`config.mk`:
```
export PLATFORM = sky130hd
export DESIGN_NAME = fp_core_arbiter
export DESIGN_NICKNAME = d
export VERILOG_FILES = /design/src/rtl/fp_core_arbiter.sv
export SDC_FILE = /design/constraint.sdc
export NUM_CORES = 1
export LEC_CHECK = 0
export CORE_MARGIN = 2
export CORE_UTILIZATION = 47
export CTS_CLUSTER_DIAMETER = 50
export CTS_CLUSTER_SIZE = 40
export DETAILED_ROUTE_END_ITERATION = 12
export HOLD_SLACK_MARGIN = 0.12
export PLACE_DENSITY = 0.81
export SLEW_MARGIN = 25
export SYNTH_ARGS = -nofsm -noshare
export SYNTH_HDL_FRONTEND = slang
export SYNTH_SLANG_ARGS = --single-unit
```
`constraint.sdc`:
```
create_clock -name clk -period 2.87 [get_ports clk]
set_clock_uncertainty 0.2 [all_clocks]
set_input_delay 0.287 -clock clk [delete_from_list [all_inputs] [get_ports clk]]
set_output_delay 0.287 -clock clk [all_outputs]
set_load 0.05 [all_outputs]
```
`src/rtl/fp_core_arbiter.sv`:
```
// Two-client round-robin front end that feeds the 16-bit serial FP core and returns its results.
// Latency: req_ready one cycle after the request is seen in IDLE, first core_ri one cycle later, beats registered.
// Backpressure: none on responses; requests wait in IDLE and are never accepted while a job is in flight.
module fp_core_arbiter #(
    parameter int DONE_GAP = 64,
    parameter int MAX_WAIT = 256,
    parameter int RST_CYC  = 2
) (
    input  logic        clk,
    input  logic        reset,
    input  logic [1:0]  req_valid,
    input  logic [31:0] req_a0,
    input  logic [31:0] req_b0,
    input  logic [31:0] req_a1,
    input  logic [31:0] req_b1,
    output logic [1:0]  req_ready,
    output logic        rsp_valid,
    output logic        rsp_id,
    output logic [31:0] rsp_data,
    output logic [1:0]  rsp_err,
    output logic        rsp_tmo,
    output logic        rsp_last,
    output logic [15:0] core_din,
    output logic        core_ri,
    output logic        core_rst,
    input  logic        core_ro,
    input  logic [1:0]  core_err,
    input  logic [31:0] core_dout
);

    localparam int CMAX     = (MAX_WAIT > DONE_GAP) ? MAX_WAIT : DONE_GAP;
    localparam int CW       = $clog2(CMAX) + 1;
    localparam int COOL_CYC = 2;

    localparam logic [CW-1:0] GAP_LAST  = CW'(DONE_GAP - 1);
    localparam logic [CW-1:0] WAIT_LAST = CW'(MAX_WAIT - 1);
    localparam logic [CW-1:0] RST_LAST  = CW'(RST_CYC - 1);
    localparam logic [CW-1:0] COOL_LAST = CW'(COOL_CYC - 1);

    typedef enum logic [3:0] {
        S_COOL,
        S_IDLE,
        S_SEND0,
        S_SEND1,
        S_SEND2,
        S_SEND3,
        S_WAIT,
        S_RSTC,
        S_LERR
    } state_t;

    state_t        state, state_nxt;
    logic [CW-1:0] cnt, cnt_nxt;
    logic          last_id, last_id_nxt;   // client granted most recently
    logic          job_id, job_id_nxt;
    logic [31:0]   op_a, op_a_nxt;
    logic [31:0]   op_b, op_b_nxt;
    logic          seen, seen_nxt;         // at least one result in this job
    logic [31:0]   last_res, last_res_nxt;
    logic          ro_q;

    logic [1:0]    req_ready_nxt;
    logic          rsp_valid_nxt;
    logic          rsp_id_nxt;
    logic [31:0]   rsp_data_nxt;
    logic [1:0]    rsp_err_nxt;
    logic          rsp_tmo_nxt;
    logic          rsp_last_nxt;
    logic [15:0]   core_din_nxt;
    logic          core_ri_nxt;
    logic          core_rst_nxt;

    logic          grant_id;
    logic [31:0]   a_sel;
    logic [31:0]   b_sel;
    logic          ro_rise;

    // Next-state, next-output and job-context computation; all outputs are registered from these.
    always_comb begin
        state_nxt     = state;
        cnt_nxt       = cnt;
        last_id_nxt   = last_id;
        job_id_nxt    = job_id;
        op_a_nxt      = op_a;
        op_b_nxt      = op_b;
        seen_nxt      = seen;
        last_res_nxt  = last_res;
        req_ready_nxt = 2'b00;
        rsp_valid_nxt = 1'b0;
        rsp_id_nxt    = 1'b0;
        rsp_data_nxt  = 32'd0;
        rsp_err_nxt   = 2'b00;
        rsp_tmo_nxt   = 1'b0;
        rsp_last_nxt  = 1'b0;
        core_din_nxt  = 16'd0;
        core_ri_nxt   = 1'b0;
        core_rst_nxt  = 1'b0;

        // With both requesting, the one not served last wins; a lone requester always wins.
        grant_id = (&req_valid) ? ~last_id : req_valid[1];
        a_sel    = grant_id ? req_a1 : req_a0;
        b_sel    = grant_id ? req_b1 : req_b0;
        ro_rise  = core_ro & ~ro_q;

        case (state)
            S_COOL: begin
                // Give the core time to settle into its first-word wait state.
                if (cnt == COOL_LAST) begin
                    state_nxt = S_IDLE;
                    cnt_nxt   = '0;
                end else begin
                    cnt_nxt = cnt + CW'(1);
                end
            end
            S_IDLE: begin
                if (|req_valid) begin
                    req_ready_nxt = grant_id ? 2'b10 : 2'b01;
                    job_id_nxt    = grant_id;
                    last_id_nxt   = grant_id;
                    op_a_nxt      = a_sel;
                    op_b_nxt      = b_sel;
                    // +/-0 as A is rejected locally; the core is never disturbed.
                    state_nxt     = (a_sel[30:0] == 31'd0) ? S_LERR : S_SEND0;
                end
            end
            S_SEND0: begin
                core_ri_nxt  = 1'b1;
                core_din_nxt = op_a[31:16];
                state_nxt    = S_SEND1;
            end
            S_SEND1: begin
                core_ri_nxt  = 1'b1;
                core_din_nxt = op_a[15:0];
                state_nxt    = S_SEND2;
            end
            S_SEND2: begin
                core_ri_nxt  = 1'b1;
                core_din_nxt = op_b[31:16];
                state_nxt    = S_SEND3;
            end
            S_SEND3: begin
                core_ri_nxt  = 1'b1;
                core_din_nxt = op_b[15:0];
                state_nxt    = S_WAIT;
                cnt_nxt      = '0;
                seen_nxt     = 1'b0;
            end
            S_WAIT: begin
                rsp_id_nxt = job_id;
                if (core_err != 2'b00) begin
                    // An error outranks a result edge arriving in the same cycle.
                    rsp_valid_nxt = 1'b1;
                    rsp_err_nxt   = core_err;
                    rsp_last_nxt  = 1'b1;
                    state_nxt     = S_COOL;
                    cnt_nxt       = '0;
                end else if (ro_rise) begin
                    rsp_valid_nxt = 1'b1;
                    rsp_data_nxt  = core_dout;
                    last_res_nxt  = core_dout;
                    seen_nxt      = 1'b1;
                    cnt_nxt       = '0;
                end else if (seen && cnt == GAP_LAST) begin
                    rsp_valid_nxt = 1'b1;
                    rsp_data_nxt  = last_res;
                    rsp_last_nxt  = 1'b1;
                    state_nxt     = S_COOL;
                    cnt_nxt       = '0;
                end else if (!seen && cnt == WAIT_LAST) begin
                    rsp_valid_nxt = 1'b1;
                    rsp_tmo_nxt   = 1'b1;
                    rsp_last_nxt  = 1'b1;
                    core_rst_nxt  = 1'b1;
                    state_nxt     = S_RSTC;
                    cnt_nxt       = '0;
                end else if (cnt != '1) begin
                    cnt_nxt = cnt + CW'(1);
                end
            end
            S_RSTC: begin
                // core_rst went high on entry; keep it for the rest of the window.
                if (cnt == RST_LAST) begin
                    state_nxt = S_COOL;
                    cnt_nxt   = '0;
                end else begin
                    core_rst_nxt = 1'b1;
                    cnt_nxt      = cnt + CW'(1);
                end
            end
            S_LERR: begin
                rsp_valid_nxt = 1'b1;
                rsp_id_nxt    = job_id;
                rsp_err_nxt   = 2'b11;
                rsp_last_nxt  = 1'b1;
                state_nxt     = S_IDLE;
            end
            default: begin
                state_nxt = S_COOL;
                cnt_nxt   = '0;
            end
        endcase
    end

    // State, job context and registered outputs; reset drops any job without a beat.
    always_ff @(posedge clk) begin
        if (!reset) begin
            state     <= S_COOL;
            cnt       <= '0;
            last_id   <= 1'b1;
            job_id    <= 1'b0;
            op_a      <= 32'd0;
            op_b      <= 32'd0;
            seen      <= 1'b0;
            last_res  <= 32'd0;
            ro_q      <= 1'b0;
            req_ready <= 2'b00;
            rsp_valid <= 1'b0;
            rsp_id    <= 1'b0;
            rsp_data  <= 32'd0;
            rsp_err   <= 2'b00;
            rsp_tmo   <= 1'b0;
            rsp_last  <= 1'b0;
            core_din  <= 16'd0;
            core_ri   <= 1'b0;
            core_rst  <= 1'b1;
        end else begin
            state     <= state_nxt;
            cnt       <= cnt_nxt;
            last_id   <= last_id_nxt;
            job_id    <= job_id_nxt;
            op_a      <= op_a_nxt;
            op_b      <= op_b_nxt;
            seen      <= seen_nxt;
            last_res  <= last_res_nxt;
            ro_q      <= core_ro;
            req_ready <= req_ready_nxt;
            rsp_valid <= rsp_valid_nxt;
            rsp_id    <= rsp_id_nxt;
            rsp_data  <= rsp_data_nxt;
            rsp_err   <= rsp_err_nxt;
            rsp_tmo   <= rsp_tmo_nxt;
            rsp_last  <= rsp_last_nxt;
            core_din  <= core_din_nxt;
            core_ri   <= core_ri_nxt;
            core_rst  <= core_rst_nxt;
        end
    end

endmodule

```
=== Word level (Yosys, flattened, before mapping) ===
Cells that the tools add are included.

* Register bits: 171
* Input bits: 167
* Output and inout bits: 58

* Add/sub/neg operators: 1
* Equality and inequality tests: 20
* Mux-type cells: 42
* Bitwise operators: 7
* Reduce and logical (&&, ||, !) cells: 22

{| class="wikitable"
|+ Operators with widths
! cell !! number
|-
| 2-to-1 mux 32 bit || 4
|-
| one-hot mux 16 bit (4 select lines) || 1
|-
| 2-to-1 mux 9 bit || 6
|-
| one-hot mux 4 bit (9 select lines) || 1
|-
| 2-to-1 mux 4 bit || 8
|-
| zero test 31 bit || 1
|-
| one-hot mux 9 bit (3 select lines) || 1
|-
| equality test 4 x 3 -> 1 bit, second input constant || 4
|-
| 2-to-1 mux 1 bit || 14
|-
| != test 2 bit, second input constant || 5
|-
| AND reduction 2 bit || 5
|-
| adder 9 x 1 -> 9 bit, second input constant || 1
|-
| equality test 9 x 1 -> 1 bit, second input constant || 1
|-
| equality test 9 x 6 -> 1 bit, second input constant || 1
|-
| equality test 9 x 8 -> 1 bit, second input constant || 1
|-
| != test 9 bit, second input constant || 1
|-
| AND reduction 3 bit || 3
|-
| equality test 4 x 2 -> 1 bit, second input constant || 2
|-
| one-hot mux 1 bit (2 select lines) || 4
|-
| != test 6 bit, second input constant || 1
|-
| NOT 1 bit || 6
|-
| OR reduction 2 bit || 3
|-
| AND reduction 5 bit || 1
|-
| OR reduction 5 bit || 1
|-
| other kinds (13) || 16
|}

=== Depth between registers and ports, before layout ===
* Depth in word-level cells: 7
* Gate-level depth with buffers: 10

=== Least setup slack after synthesis ===
OpenSTA, ideal clock, no wires.

* Path type: register to register
* Start point: register cnt[0]
* End point: register cnt[5]
* Library setup time: 93 ps
* Arrival time: 2260 ps
* Data required time: 2577 ps
* Slack: 317 ps
* Cell stages (with the launch flop): 11
* Buffers on the path: 0
* Period minus slack after synthesis: 2553 ps
* Cells stage by stage: dfxtp_1 -> ha_1 -> and3_1 -> nand3_1 -> nor2_1 -> ha_1 -> nor2b_1 -> nor2_1 -> a41oi_4 -> nand3_4 -> o311ai_2

* Longest elaborated chain between the ends: 7

{| class="wikitable"
|+ Ends and longest elaborated chain
! what !! line !! text
|-
| start: declaration || 53 || <nowiki>logic [CW-1:0] cnt, cnt_nxt;</nowiki>
|-
| start signal: assignment || 228 || <nowiki>cnt <= cnt_nxt;</nowiki>
|-
| adder 9 x 1 -> 9 bit / equality test 9 x 8 -> 1 bit (equally long branches) || -- ||
|-
| 2-to-1 mux 9 bit / logical AND 1 bit (equally long branches) || 176, 169 ||
|-
| 2-to-1 mux 9 bit || 169 || <nowiki>end else if (!seen && cnt == WAIT_LAST) begin</nowiki>
|-
| 2-to-1 mux 9 bit || 163 || <nowiki>end else if (seen && cnt == GAP_LAST) begin</nowiki>
|-
| 2-to-1 mux 9 bit || 157 || <nowiki>end else if (ro_rise) begin</nowiki>
|-
| 2-to-1 mux 9 bit || 150 || <nowiki>if (core_err != 2'b00) begin</nowiki>
|-
| one-hot mux 9 bit (3 select lines) || 105 || <nowiki>case (state)</nowiki>
|}

Parallel ways exist; a longest one is shown, timed or not. The select of a mux whose other input is x is not followed.
A chain may end at the register's enable or synchronous reset.

=== Worst setup path after layout ===
* Start point: register cnt[0]
* End point: register cnt[6]

Same word-level chain as after synthesis.

==> results.yml <==
floorplanning:
  initial_utilization: 0.478
  rows: 45
  coreArea_um2: 15100
  chipWidth_um: 128
  ios: 225
  die-area_um2: 16400
  die_y_um: 128
clock_tree:
  cts.sinks: 171
  cts-root-buf: "clkbuf_16"
  cts_made_buffers: 17
  hold_buffers: 0
  htreeDepth: 4
  clk_pin_slew_worst_paths_ps: 70
  cts_tree: "built"
  clock_tree.buffer_depth: 2
  insertion_delay_ps: 420
logic_synthesis:
  synth-edff-count: 0
  yosysWarnings: 0
  syn-mean-instance-area_um2: 8.03
  synth_area_leaders: "dfxtp_1 47%, nand2_1 13%, a311oi_1 7.9%"
  netlist_instances: 899
  ys.flop_type: "dfxtp_1"
  synthDistinctLibCells: 54
  yosysSeqAreaShare: 0.474
  synth.top_cell.area_share: 0.474
  syn_nets: 1070
  yosysTopAreaCell: "dfxtp_1"
  async_flop_share: 0
  synth-seq-cells: 171
  synthesis.area_um2: 7220
  ys_top_cells_by_count: "242 x nand2_1, 171 x dfxtp_1, 86 x a21oi_1, 86 x nor2_1, 65 x a311oi_1"
  yosysMostFrequentCell: "nand2_1"
critical_path:
  crit_start: "cnt[0]"
  required_ps: 2990
  crit_fanout: 8
  cp-end-kind: "flop"
  crit_type: "reg2reg"
  arrival_ps: 2770
  cp-start-kind: "flop"
  crit-reg2reg-launch: "cnt[0]"
power:
  internal_power_mw: 5.05
  power_frac_clock: 0.333
  power_frac_comb: 0.267
  sw_frac_of_total: 0.311
  p_per_area_nw_per_um2: 714
  p_leak_nw: 3.49
  ir_worst_vdd_mv: 0.510
  p_switching_mw: 2.28
  seq_power_share: 0.400
  finalPower_mw: 7.32
layout:
  layout-drive-gt1-share: 0.0633
  finalNonFillerCells: 1293
  diodes: 0
  final_nets: 1263
  fill_cells: 1225
  synthToLayoutAreaGrowth_pct: 42.3
timing:
  slew_headroom: 0.435
  max_freq_mhz: 379
  hold_violations: 0
  setup_viol: 0
  worstMarginPinSlew_ps: 845
  holdWs_ps: 229
  rsz0062_at_grt: "false"
  finalMaxSlewViolations: 0
  timing.final.crit_share: 0.920
  fin_setup_tns_ps: 0
  min_period_ps: 2640
detailed_routing:
  drc: 0
  ant_nets: 0
  routed_wl_mm: 22.2
  wl_per_cell_um: 17.2
  vias: 7338
  drt_iter0_drc: 729
  avgViaCountPerCell: 5.68
  dr.pass1.iters: 5
outcome:
  status: "finished clean"
global_route:
  antenna_found_initial: 0
  overflow: 0
  grt_pass1_wl_mm: 33.5
  grt_pass1_vias: 6468
  grt_max_degree: 103
  grt.total_usage: 0.260
placed_design:
  dp_cells: 1258
  gp_congestion: 0.880
  dpl.hpwl_mm: 15.2
  io_buffers: 224
run:
  drv_cap: 0
min_path:
  min_path_type: "in2reg"
  hp-start: "req_b1[18]"
## sequential cells by signal (all words and copies together), names as in the netlist
register,cells
req_ready,2
core_din,16
rsp_err,2
job_id,1
op_a,32
op_b,32
rsp_id,1
ro_q,1
rsp_last,1
last_res,32
core_rst,1
core_ri,1
seen,1
rsp_data,32
cnt,9
rsp_tmo,1
rsp_valid,1
state,4
last_id,1
## cell type report
type | instances | area (um2) | area share
Clock buffer | 19 | 443 | 0.0431
Tap cell | 188 | 235 | 0.0229
Sequential cell | 171 | 3420 | 0.333
Inverter | 9 | 35.0 | 0.00341
Clock inverter | 13 | 190 | 0.0185
Multi-Input combinational cell | 647 | 3480 | 0.339
Timing Repair Buffer | 246 | 2460 | 0.239
## per-stage QoR
stage / setup WS, ps / utilization / instance area (um2)
final: 229 / 0.680 / 10300
after global routing: 61.6 / 0.680 / 10300
after CTS: 53.6 / 0.678 / 10200
after detailed placement: 43.3 / 0.636 / 9600
after global placement: 233 / 0.636 / 9600
after floorplan: 317 / - / 7220
## critical path, stage by stage (launching register included)
cell	delay, ps
dfxtp_1	350
ha_1	230
and3_1	230
nand3_1	140
nor2_1	80
ha_1	170
nor2b_2	170
nor2_1	200
a32o_2	360
nand3_4	150
o311ai_1	260
## path summary, 6_finish.rpt
kind / slack [ps] / cells past startpoint / end
max: 230 / 10 / cnt[6]
max reg2reg: 230 / 10 / cnt[6]
min: 230 / 3 / op_b[18]
min reg2reg: 260 / 2 / last_res[21]
## cell families (layout without fill, tap and decap cells)
| kind of cell | Yosys count | in the layout | share of synthesized area |
|---|---|---|---|
| adder cells (fa/ha/maj) | 4 | 4 | 0.00694 |
| multiplexers | 2 | 2 | 0.00277 |
| flip-flops | 171 | 171 | 0.474 |
| AO/OA/AOI/OAI | 212 | 212 | 0.208 |
| buffers and inverters | 81 | 287 | 0.0473 |
| AND/OR/NAND/NOR | 429 | 429 | 0.260 |
## cell usage in the layout (no fill, tap or decap), types with 3 or more instances in the layout
cell type        netlist  routed
nand2_1              242     241
clkdlybuf4s50_1        0     224
dfxtp_1              171     171
a21oi_1               86      86
nor2_1                86      84
a311oi_1              65      65
nand3_1               35      35
a22oi_1               32      32
buf_4                  5      18
clkbuf_16              0      17
nor4_1                14      14
nand4_1               10      10
nor3_1                 9       9
inv_1                  9       8
nand2b_1               6       6
and3_1                 5       5
o21ai_0                4       4
ha_1                   4       4
bufinv_16              0       4
clkinvlp_4             0       4
buf_12                 0       4
o221ai_1               3       3
## power by group through the flow
| stage | logic, mW | clock network [mW] | registers (mW) |
|---|---|---|---|
| after floorplan | 1.29 | 0 | 2.89 |
| after global placement | 1.84 | 0 | 2.96 |
| after detailed placement | 1.87 | 0 | 2.97 |
| after CTS | 1.88 | 2.48 | 2.92 |
| after global routing | 2.15 | 2.56 | 2.96 |
| final | 1.95 | 2.44 | 2.93 |
## metal layers
layer	GRT usage	part of all wire
met1	0.352	0.43
met2	0.401	0.46
met3	0.0584	0.083
met4	0.112	0.031
met5	0	0
## what timing repair did
| action | 4_1_cts | 5_1_grt |
|---|---|---|
| resized for setup | 0 | 2 |
| buffers inserted | 0 | 3 |
| setup endpoints to repair | 0 | 8 |
Power figures use the tool's default switching activity.
